### config.mk
export PLATFORM = sky130hd
export DESIGN_NAME = mc_ctrl
export DESIGN_NICKNAME = d
export VERILOG_FILES = /design/src/rtl/mc_pkg.sv /design/src/rtl/mc_out_dec.sv /design/src/rtl/mc_ctrl.sv
export SDC_FILE = /design/constraint.sdc
export NUM_CORES = 1
export LEC_CHECK = 0
export ABC_CLOCK_PERIOD_IN_PS = 3800
export CAP_MARGIN = 20
export CORE_UTILIZATION = 47
export CTS_CLUSTER_DIAMETER = 40
export DETAILED_ROUTE_END_ITERATION = 7
export PLACE_DENSITY = 0.94
export SLEW_MARGIN = 20
export SYNTH_ARGS = -nofsm -noshare
export SYNTH_HDL_FRONTEND = slang
export SYNTH_HIERARCHICAL = 1
export SYNTH_SLANG_ARGS = --single-unit
export TNS_END_PERCENT = 20
### constraint.sdc
create_clock -name clk -period 3.8 [get_ports clk]
set_input_delay 0.76 -clock clk [delete_from_list [all_inputs] [get_ports clk]]
set_output_delay 0.76 -clock clk [all_outputs]
set_load 0.1 [all_outputs]
### src/rtl/mc_pkg.sv
// Shared definitions for the multicycle control unit: state encoding,
// opcode constants, mux-select encodings and the control output bundle.
package mc_pkg;

    typedef enum logic [3:0] {
        S_FETCH    = 4'd0,
        S_DECODE   = 4'd1,
        S_MEMADR   = 4'd2,
        S_MEMRD    = 4'd3,
        S_MEMWB    = 4'd4,
        S_MEMWR    = 4'd5,
        S_RTYPE_EX = 4'd6,
        S_RTYPE_WB = 4'd7,
        S_BEQ_EX   = 4'd8,
        S_ADDI_EX  = 4'd9,
        S_ADDI_WB  = 4'd10,
        S_JUMP_EX  = 4'd11
    } state_t;

    localparam logic [5:0] OP_LW    = 6'b100011;
    localparam logic [5:0] OP_SW    = 6'b101011;
    localparam logic [5:0] OP_RTYPE = 6'b000000;
    localparam logic [5:0] OP_BEQ   = 6'b000100;
    localparam logic [5:0] OP_ADDI  = 6'b001000;
    localparam logic [5:0] OP_J     = 6'b000010;

    localparam logic [1:0] ALU_ADD   = 2'b00;
    localparam logic [1:0] ALU_SUB   = 2'b01;
    localparam logic [1:0] ALU_FUNCT = 2'b10;

    localparam logic [1:0] SRCB_REG    = 2'b00;
    localparam logic [1:0] SRCB_FOUR   = 2'b01;
    localparam logic [1:0] SRCB_IMM    = 2'b10;
    localparam logic [1:0] SRCB_IMM_SH = 2'b11;

    localparam logic [1:0] PCS_ALU    = 2'b00;
    localparam logic [1:0] PCS_ALUOUT = 2'b01;
    localparam logic [1:0] PCS_JUMP   = 2'b10;

    // Raw per-state control bundle. Fields that depend on mem_ready are
    // gated in the top level; rdy_gate marks that pc_write waits on memory.
    typedef struct packed {
        logic       mem_req;
        logic       iord;
        logic       mem_write;
        logic       ir_write;
        logic       reg_write;
        logic       reg_dst;
        logic       mem_to_reg;
        logic       alu_src_a;
        logic [1:0] alu_src_b;
        logic [1:0] alu_op;
        logic [1:0] pc_source;
        logic       pc_write;
        logic       branch;
        logic       rdy_gate;
    } ctrl_t;

    function automatic logic is_legal_op(input logic [5:0] op);
        return (op == OP_LW) || (op == OP_SW) || (op == OP_RTYPE) ||
               (op == OP_BEQ) || (op == OP_ADDI) || (op == OP_J);
    endfunction

endpackage

### src/rtl/mc_out_dec.sv
// State-to-control decoder: pure Moore mapping from the state register to
// the raw control bundle (memory handshake gating happens in mc_ctrl).
module mc_out_dec
    import mc_pkg::*;
(
    input  state_t state,
    output ctrl_t  ctrl
);

    // Per-state control values; anything not set stays 0.
    always_comb begin
        ctrl = '0;
        case (state)
            S_FETCH: begin
                ctrl.mem_req   = 1'b1;
                ctrl.iord      = 1'b0;
                ctrl.alu_src_a = 1'b0;
                ctrl.alu_src_b = SRCB_FOUR;
                ctrl.alu_op    = ALU_ADD;
                ctrl.pc_source = PCS_ALU;
                ctrl.ir_write  = 1'b1;
                ctrl.pc_write  = 1'b1;
                ctrl.rdy_gate  = 1'b1;
            end
            S_DECODE: begin
                ctrl.alu_src_a = 1'b0;
                ctrl.alu_src_b = SRCB_IMM_SH;
                ctrl.alu_op    = ALU_ADD;
            end
            S_MEMADR: begin
                ctrl.alu_src_a = 1'b1;
                ctrl.alu_src_b = SRCB_IMM;
                ctrl.alu_op    = ALU_ADD;
            end
            S_MEMRD: begin
                ctrl.mem_req = 1'b1;
                ctrl.iord    = 1'b1;
            end
            S_MEMWR: begin
                ctrl.mem_req   = 1'b1;
                ctrl.iord      = 1'b1;
                ctrl.mem_write = 1'b1;
            end
            S_MEMWB: begin
                ctrl.reg_write  = 1'b1;
                ctrl.reg_dst    = 1'b0;
                ctrl.mem_to_reg = 1'b1;
            end
            S_RTYPE_EX: begin
                ctrl.alu_src_a = 1'b1;
                ctrl.alu_src_b = SRCB_REG;
                ctrl.alu_op    = ALU_FUNCT;
            end
            S_RTYPE_WB: begin
                ctrl.reg_write  = 1'b1;
                ctrl.reg_dst    = 1'b1;
                ctrl.mem_to_reg = 1'b0;
            end
            S_BEQ_EX: begin
                ctrl.alu_src_a = 1'b1;
                ctrl.alu_src_b = SRCB_REG;
                ctrl.alu_op    = ALU_SUB;
                ctrl.pc_source = PCS_ALUOUT;
                ctrl.branch    = 1'b1;
            end
            S_ADDI_EX: begin
                ctrl.alu_src_a = 1'b1;
                ctrl.alu_src_b = SRCB_IMM;
                ctrl.alu_op    = ALU_ADD;
            end
            S_ADDI_WB: begin
                ctrl.reg_write  = 1'b1;
                ctrl.reg_dst    = 1'b0;
                ctrl.mem_to_reg = 1'b0;
            end
            S_JUMP_EX: begin
                ctrl.pc_source = PCS_JUMP;
                ctrl.pc_write  = 1'b1;
            end
            default: ctrl = '0;
        endcase
    end

endmodule

### src/rtl/mc_ctrl.sv
// Multicycle MIPS-style control unit: state register, next-state logic and
// memory-handshake / branch gating of the decoded control bundle.
module mc_ctrl
    import mc_pkg::*;
#(
    parameter logic MEM_WAIT_EN = 1'b1
) (
    input  logic       clk,
    input  logic       rst,
    input  logic [5:0] opcode,
    input  logic       zero,
    input  logic       mem_ready,
    output logic       mem_req,
    output logic       iord,
    output logic       mem_write,
    output logic       ir_write,
    output logic       reg_write,
    output logic       reg_dst,
    output logic       mem_to_reg,
    output logic       alu_src_a,
    output logic [1:0] alu_src_b,
    output logic [1:0] alu_op,
    output logic [1:0] pc_source,
    output logic       pc_en,
    output logic       illegal
);

    state_t state;
    state_t state_nxt;
    ctrl_t  ctrl;
    logic   rdy;
    logic   pc_write;

    // With waiting disabled every memory access completes in one cycle.
    assign rdy = MEM_WAIT_EN ? mem_ready : 1'b1;

    mc_out_dec u_out_dec (
        .state (state),
        .ctrl  (ctrl)
    );

    // State register; reset wins from any state, including a memory wait.
    always_ff @(posedge clk) begin
        if (rst) state <= S_FETCH;
        else     state <= state_nxt;
    end

    // Next-state selection from current state, opcode and memory handshake.
    always_comb begin
        state_nxt = state;
        case (state)
            S_FETCH:    state_nxt = rdy ? S_DECODE : S_FETCH;
            S_DECODE: begin
                case (opcode)
                    OP_LW, OP_SW: state_nxt = S_MEMADR;
                    OP_RTYPE:     state_nxt = S_RTYPE_EX;
                    OP_BEQ:       state_nxt = S_BEQ_EX;
                    OP_ADDI:      state_nxt = S_ADDI_EX;
                    OP_J:         state_nxt = S_JUMP_EX;
                    default:      state_nxt = S_FETCH;
                endcase
            end
            S_MEMADR:   state_nxt = (opcode == OP_LW) ? S_MEMRD : S_MEMWR;
            S_MEMRD:    state_nxt = rdy ? S_MEMWB : S_MEMRD;
            S_MEMWR:    state_nxt = rdy ? S_FETCH : S_MEMWR;
            S_MEMWB:    state_nxt = S_FETCH;
            S_RTYPE_EX: state_nxt = S_RTYPE_WB;
            S_RTYPE_WB: state_nxt = S_FETCH;
            S_BEQ_EX:   state_nxt = S_FETCH;
            S_ADDI_EX:  state_nxt = S_ADDI_WB;
            S_ADDI_WB:  state_nxt = S_FETCH;
            S_JUMP_EX:  state_nxt = S_FETCH;
            default:    state_nxt = S_FETCH;
        endcase
    end

    // Output stage: enables wait on memory, branch qualifies on zero,
    // and everything is held low while reset is asserted.
    always_comb begin
        mem_req    = 1'b0;
        iord       = 1'b0;
        mem_write  = 1'b0;
        ir_write   = 1'b0;
        reg_write  = 1'b0;
        reg_dst    = 1'b0;
        mem_to_reg = 1'b0;
        alu_src_a  = 1'b0;
        alu_src_b  = 2'b00;
        alu_op     = 2'b00;
        pc_source  = 2'b00;
        pc_write   = 1'b0;
        pc_en      = 1'b0;
        illegal    = 1'b0;
        if (!rst) begin
            mem_req    = ctrl.mem_req;
            iord       = ctrl.iord;
            mem_write  = ctrl.mem_write & rdy;
            ir_write   = ctrl.ir_write & rdy;
            reg_write  = ctrl.reg_write;
            reg_dst    = ctrl.reg_dst;
            mem_to_reg = ctrl.mem_to_reg;
            alu_src_a  = ctrl.alu_src_a;
            alu_src_b  = ctrl.alu_src_b;
            alu_op     = ctrl.alu_op;
            pc_source  = ctrl.pc_source;
            pc_write   = ctrl.pc_write & (rdy | ~ctrl.rdy_gate);
            pc_en      = pc_write | (ctrl.branch & zero);
            illegal    = (state == S_DECODE) & ~is_legal_op(opcode);
        end
    end

endmodule
==> results of run 1 <==
[cell usage after synthesis (2+ instances only)]
library cell,n
inv_1,3
a211oi_1,2
nor4_1,2
xnor2_1,2
dfxtp_1,4
buf_2,2
buf_4,4
a31oi_1,2
nor2_1,9
clkbuf_1,2
o21ai_0,4
nand2b_1,7
nand2_1,3
o31ai_1,2
nor2b_1,12
and3b_1,2
nor3_1,7
a21oi_1,6
nor3b_1,2
nand3_1,4
[routing by layer]
metal | up-vias | global-route usage (%) | routed length [um]
met1 | 359 | 27.69 | 764
met5 | - | 0 | 0
met2 | 28 | 41.67 | 838
met4 | 0 | 7.500 | 0
li1 | 403 | - | -
met3 | 0 | 5.000 | 98
[worst max-delay path, cell delays in order]
cell	delay, ns
clkdlybuf4s50_1	0.49
xnor2_1	0.27
nand2b_1	0.09
a31oi_1	0.21
and4bb_2	0.29
buf_12	0.18
[through the flow]
stage	setup slack, ns	std cells
global placement	0.8890	133
global route	0.6710	136
floorplan	0.5642	102
detailed placement	0.7904	133
CTS	0.7552	136
finish	0.7449	136
[final cells by class]
| class | count | area, um2 |
|---|---|---|
| Timing Repair Buffer | 25 | 222.7 |
| Multi-Input combinational cell | 86 | 544.3 |
| Clock buffer | 3 | 22.52 |
| Fill cell | 116 | 434.2 |
| Sequential cell | 4 | 80.08 |
| Tap cell | 15 | 18.77 |
| Inverter | 3 | 11.26 |
[logic make-up (layout without fill, tap and decap cells)]
family / after synthesis / count (layout) / synth area share, %
and+or+nand+nor: 58 / 58 / 50.09
xor gates and xnor gates: 3 / 3 / 3.784
muxes: 1 / 1 / 1.622
buffers and inverters: 12 / 31 / 10.09
AOI/OAI and AO/OA: 24 / 24 / 22.88
DFF: 4 / 4 / 11.53
[power groups by stage]
| stage | clock, mW | combinational [mW] | sequential [mW] |
|---|---|---|---|
| 3_5_place_dp | 0 | 0.0779 | 0.0482 |
| 3_3_place_gp | 0 | 0.0763 | 0.0481 |
| 6_report | 0.0538 | 0.0784 | 0.0477 |
| 5_1_grt | 0.0592 | 0.0831 | 0.0483 |
| 4_1_cts | 0.0555 | 0.0782 | 0.0476 |
| 2_1_floorplan | 0 | 0.0572 | 0.0454 |
[path summary, 6_finish.rpt]
| check | endpoint | from | cells past startpoint | slack (ns) |
|---|---|---|---|---|
| min reg2reg | state[2]$_SDFF_PP0_ | state[0]$_SDFF_PP0_ | 2 | 0.78 |
| min | state[2]$_SDFF_PP0_ | state[0]$_SDFF_PP0_ | 2 | 0.78 |
| max | illegal | opcode[3] | 6 | 0.74 |
| max reg2reg | state[1]$_SDFF_PP0_ | state[0]$_SDFF_PP0_ | 4 | 2.15 |
==> results.md, run 1 <==
* Resized Gates After CTS at 0
* Syn Inst Count at 102
* Die area at 1635 um2
* Pre-antenna DRT Iters at 4
* Worst Hold Class: reg2reg
* Final Cell Area at 899.6 um2
* Hold Buf Count CTS at 0
* Initial Util at 52.06%
* Post-route ant nets at 0
* Sequential fraction of the synthesis area at 11.53%
* # nets final at 133
* Max-cap viol count at 0
* Leading cell type in the layout, fill and taps excluded: buf_4
* Fraction of registers with async set/reset at 0%
* Top-Level Pins at 26
* Largest net degree at the start of global routing at 24
* Mapped Nets at 112
* Worst setup EP type: output port
* Core area at 1334 um2
* Total wire length at 1.701 mm
* DR vias/cell at 5.809
* Share of the synthesized area in the top cell type at 11.53%
* DRT iter0 DRCs at 7
* Wire per inst at 12.51 um
* Type of origin of the critical path: input port
* Clock sinks at 4
* Setup CP Type: in2out
* ANT cells at 0
* Crit path DAT at 2.30 ns
* Biggest register: state
* Worst-path clk slew at 0.04 ns
* DP Area at 877.1 um2
* Initial antenna violation count at 0
* Worst Skew at 0.006700 ns
* CTS buffer count at 3
* Sw frac at 41.06%
* DIE HEIGHT at 40.44 um
* Clock share of power at 29.9%
* Tmin final at 3.055 ns
* Synth area leader: dfxtp_1
* IO Port Bufs at 25
* TNS Setup at 0 ns
* Cell row count at 13
* CTS tree: done
* FMAX at 327.3 MHz
* Maximum vdd drop at 221.0 uV
* Int Power at 106.0 uW
* Post-CTS setup buffer count at 0
* Die Wd at 40.44 um
* Logic pwr share at 43.6%
* Via count at 790
* NetSw at 73.87 uW
* Synth Register Bits at 4
* Final Hold Viols at 0
* Fin util at 67.45%
* Power Dens Cells at 200.0 nW/um2
* Rel. slew slack at 52.49%
* Skew-Pair Late Insertion Delay at 0.24 ns
* Total grt overflow at 0
* Final hold slack at 0.7779 ns
* Area delta synth->final at 29.55%
* Synth cell types at 41
* Max FFs per register at 4
* Flop pwr share at 26.5%
* Yosys warnings at 6
* Final Power at 179.9 uW
* Predominant post-synthesis flop cell: dfxtp_1
* Final Cycle Share at 80.40%
* Number of global-route vias before repair at 620
* Placed wire-length estimate at 1.229 mm
* Layout cells sized above 1 at 19.83%
* Dominant cells by area after synthesis: dfxtp_1 (12%), nor2b_1 (11%), nand2b_1 (6.3%)
* Largest regs: state (4)
* WP data required at 3.04 ns
* Actual slew at the worst max-slew pin at 0.7116 ns
* Avg Inst Size Synth at 6.808 um2
* Crit Path Max Fanout at 5
* Highest-count cells in the layout ignoring fill and taps: buf_4 (15), nor2b_1 (12), nor2_1 (9), clkdlybuf4s50_1 (9)
* P_leak at 0.3387 nW
* Routability-driven placement congestion ratio at 0.8808
* Netlist area before placement at 694.4 um2
* Setup violators final at 0
* RSZ-0062 raised after global routing: false
* GR Util All Layers at 23.56%
* Deepest clock path buffer count at 2
* EDFF count, synth at 0
* Final slew viol count at 0
* # DRC at 0
* H-tree Lvls at 1
* Status: complete, no violations
* Root Buffer: clkbuf_4
* Global-route wire length before repair at 2.601 mm
No activity file was read; power rests on OpenSTA's default activity.
==> run 2: changes to the inputs <==
ABC_CLOCK_PERIOD_IN_PS = 2710   (was 3800)
CORE_UTILIZATION = 39   (was 47)
PLACE_DENSITY = 0.85   (was 0.94)
clock period = 2.71 ns   (was 3.8 ns; I/O delays follow)
==> results.md, run 2 (same netlist as run 1, synthesis figures left out) <==
* Worst Hold Class: reg2reg
* P_leak at 0.3946 nW
* Fin util at 70.40%
* Root Buffer: clkbuf_4
* Fin cells at 139
* Violated checks: design-rule violations
* Highest-count cells in the layout ignoring fill and taps: buf_12 (16), nor2b_1 (11), nor2_1 (9), clkdlybuf4s50_1 (9)
* Wire per inst at 13.53 um
* WP data required at 2.17 ns
* Die Wd at 44.20 um
* Crit path DAT at 2.05 ns
* Tmin final at 2.589 ns
* Maximum vdd drop at 280.0 uV
* Initial antenna violation count at 0
* Final slew viol count at 0
* Actual slew at the worst max-slew pin at 0.7013 ns
* Top-Level Pins at 26
* Post-route ant nets at 0
* Crit Path Max Fanout at 4
* # DRC at 4
* Worst-path clk slew at 0.04 ns
* Max-cap viol count at 0
* Cell row count at 14
* Clock sinks at 4
* Die area at 1953 um2
* Max FFs per register at 4
* RSZ-0062 raised after global routing: false
* Area delta synth->final at 59.82%
* TNS Setup at 0 ns
* Worst Skew at 0.006673 ns
* Dpl cells at 136
* CTS buffer count at 3
* Post-CTS setup buffer count at 0
* Setup violators final at 0
* IO Port Bufs at 25
* Skew-Pair Late Insertion Delay at 0.24 ns
* Initial Util at 44.05%
* GR Util All Layers at 21.68%
* Total grt overflow at 0
* Core area at 1577 um2
* DRT iter0 DRCs at 27
* Flop2flop setup slack at 1.08 ns
* Layout cells sized above 1 at 22.76%
* Rel. slew slack at 53.18%
* H-tree Lvls at 1
* Largest net degree at the start of global routing at 23
* Deepest clock path buffer count at 2
* Leading cell type in the layout, fill and taps excluded: buf_12
* FMAX at 386.3 MHz
* # nets final at 135
* CTS tree: done
* Final Hold Viols at 0
* Pre-antenna DRT Iters at 6
* Largest regs: state (4)
* Status: complete, but fails checks
* Setup CP Type: in2out
* Worst setup EP type: output port
* Final Cycle Share at 95.53%
* Power Dens Cells at 243.4 nW/um2
* Biggest register: state
* Final Power at 270.2 uW
* DR vias/cell at 5.612
* Total wire length at 1.880 mm
* Via count at 780
* ANT cells at 0
* Resized Gates After CTS at 0
* Global-route wire length before repair at 3.208 mm
* Hold Buf Count CTS at 0
* Type of origin of the critical path: input port
* Placed wire-length estimate at 1.432 mm
* DIE HEIGHT at 44.20 um
* Routability-driven placement congestion ratio at 0.7715
* Number of global-route vias before repair at 758
[run 2: cell type report]
class                   instances  area (um2)
multi-input cells              86       550.5
fillers                       137       466.7
repair buffers                 27       425.4
flip-flops and latches          4       80.08
clock buffers                   3       22.52
well taps                      16       20.02
inverters                       3       11.26
[run 2: stage by stage]
stage	setup slack, ns	instance area, um2	hold slack, ns
final	0.1211	1110	0.8030
after global routing	0.04694	1110	0.8629
after CTS	0.1477	1110	0.7904
after detailed placement	0.1500	1087	0.7862
after global placement	0.2393	1087	0.7648
after floorplan	-0.2346	700.7	0.5605
[run 2: worst max-delay path, cell delays in order]
cell and delay (ns):
clkdlybuf4s50_1 0.49, xnor2_1 0.27, nand2b_1 0.09, a31oi_1 0.19
and4bb_2 0.29, buf_12 0.18
[run 2: worst paths after layout]
path,from,to,cells after the start
setup / recovery,opcode[1],illegal,6
hold / removal,state[0]$_SDFF_PP0_,state[2]$_SDFF_PP0_,2
setup reg to reg,state[2]$_SDFF_PP0_,state[0]$_SDFF_PP0_,4
hold reg to reg,state[0]$_SDFF_PP0_,state[2]$_SDFF_PP0_,2
[run 2: where the power goes]
part	internal, mW	switching [mW]
clock	0.0496	0.0250
sequential	0.0605	0.00643
combinational	0.0530	0.0757
total	0.163	0.107
[run 2: metal layers]
metal	track usage, %	vias up	routed length [um]
met3	5.306	0	109
met1	25.19	347	771
li1	-	407	-
met5	0	-	0
met2	39.41	26	999
met4	5.455	0	0
==> run 3: changes to the inputs <==
CORE_MARGIN = 4   (was unset)
PLACE_DENSITY = unset   (was 0.85)
PLACE_DENSITY_LB_ADDON = 0.3   (was unset)
==> results.md, run 3 (same netlist as run 1, synthesis figures left out) <==
* Final slew viol count at 0
* Final Cell Area at 1127 um2
* Max FFs per register at 4
* Type of origin of the critical path: input port
* Global-route wire length before repair at 3.042 mm
* Reg-to-reg endpoint: state[1]$_SDFF_PP0_
* Crit path DAT at 1.99 ns
* Cell row count at 14
* Core area at 1594 um2
* Final hold slack at 0.8020 ns
* FMAX at 394.8 MHz
* Placed wire-length estimate at 1.539 mm
* Worst Skew at 0.003197 ns
* Total grt overflow at 0
* CTS buffer count at 3
* IO Port Bufs at 25
* Wire per inst at 13.05 um
* Die Wd at 50.20 um
* Maximum vdd drop at 390.5 uV
* Rel. slew slack at 54.05%
* RSZ-0062 raised after global routing: false
* P_leak at 0.4000 nW
* Crit Path Max Fanout at 5
* Hold Path Depth at 2
* Setup ws final at 0.1770 ns
* Post-CTS setup buffer count at 0
* Initial antenna violation count at 0
* Clock sinks at 4
* Top-Level Pins at 26
* CTS tree: done
* WP data required at 2.17 ns
* R2R depth at 4
* Worst Hold Class: reg2reg
* Worst setup EP type: output port
* Final Cycle Share at 93.47%
* Dpl ws at 0.1842 ns
* Leading cell type in the layout, fill and taps excluded: buf_12
* Fillers at 142
* H-tree Lvls at 1
* Number of global-route vias before repair at 711
* DRT iter0 DRCs at 18
* Root Buffer: clkbuf_4
* Largest net degree at the start of global routing at 23
* Via count at 792
* Worst-path clk slew at 0.04 ns
* Layout cells sized above 1 at 23.39%
* Launching point of the worst reg2reg path: state[0]$_SDFF_PP0_
* DIE HEIGHT at 50.20 um
* Biggest register: state
* Highest-count cells in the layout ignoring fill and taps: buf_12 (16), nor2b_1 (11), nor2_1 (9), clkdlybuf4s50_1 (9)
* Total wire length at 1.931 mm
* Actual slew at the worst max-slew pin at 0.6882 ns
* DR vias/cell at 5.351
* Worst Hold Path EP: state[2]$_SDFF_PP0_
* DP Area at 1105 um2
* Largest regs: state (4)
* Die area at 2520 um2
* Pre-antenna DRT Iters at 4
* Routability-driven placement congestion ratio at 0.8115
* Status: complete, no violations
* Area delta synth->final at 62.34%
* Max-cap viol count at 0
* Setup violators final at 0
* Resized Gates After CTS at 0
* Setup CP Type: in2out
* Post-route ant nets at 0
* Flop2flop setup slack at 1.05 ns
* Hold Buf Count CTS at 0
* GR Util All Layers at 15.33%
* Final Hold Viols at 0
* HP Start: state[0]$_SDFF_PP0_
* Tmin final at 2.533 ns
* # DRC at 0
* Power Dens Cells at 240.0 nW/um2
* TNS Setup at 0 ns
* Initial Util at 43.56%
* ANT cells at 0
* Deepest clock path buffer count at 2
* # nets final at 136
* Skew-Pair Late Insertion Delay at 0.24 ns
==> run 3: how the worst max path moves through the flow <==
stage	start	end	slack [ns]	cells past startpoint
floorplan	state[1]$_SDFF_PP0_	alu_src_b[1]	-0.23	3
global placement	opcode[3]	illegal	0.25	6
detailed placement	opcode[3]	illegal	0.18	6
CTS	opcode[3]	illegal	0.18	6
global route	opcode[3]	illegal	0.07	6
finish	opcode[3]	illegal	0.18	6
==> run 3: area by class of cell <==
class | count | area, um2 | area share, %
multi-input cells | 86 | 550.5 | 48.83
repair buffers | 28 | 432.9 | 38.40
flip-flops and latches | 4 | 80.08 | 7.103
well taps | 24 | 30.03 | 2.664
clock buffers | 3 | 22.52 | 1.998
inverters | 3 | 11.26 | 0.9989
==> run 3: report_power, final <==
group,internal (mW),switching [mW],total (mW)
combinational,0.0532,0.0762,0.129
sequential,0.0605,0.00613,0.0666
clock,0.0496,0.0251,0.0747
==> run 3: metal layers <==
metal / vias up / global-route usage, % / routed length, um
li1: 411 / - / -
met1: 336 / 15.86 / 786
met2: 39 / 27.61 / 961
met3: 6 / 4.142 / 127
met4: 0 / 8.756 / 55
met5: - / 0 / 0
==> run 3: metrics by stage <==
stage	util [%]	total power, mW	cells
detailed placement	69.31	0.1970	145
floorplan	-	0.1449	102
finish	70.72	0.2706	148
CTS	70.72	0.2719	148
global route	70.72	0.2854	148
global placement	69.31	0.1930	145
==> run 3: worst max-delay path, cell delays in order <==
cell,delay (ns)
clkdlybuf4s50_1,0.57
xnor2_1,0.17
nand2b_1,0.08
a31oi_1,0.16
and4bb_2,0.28
buf_12,0.18
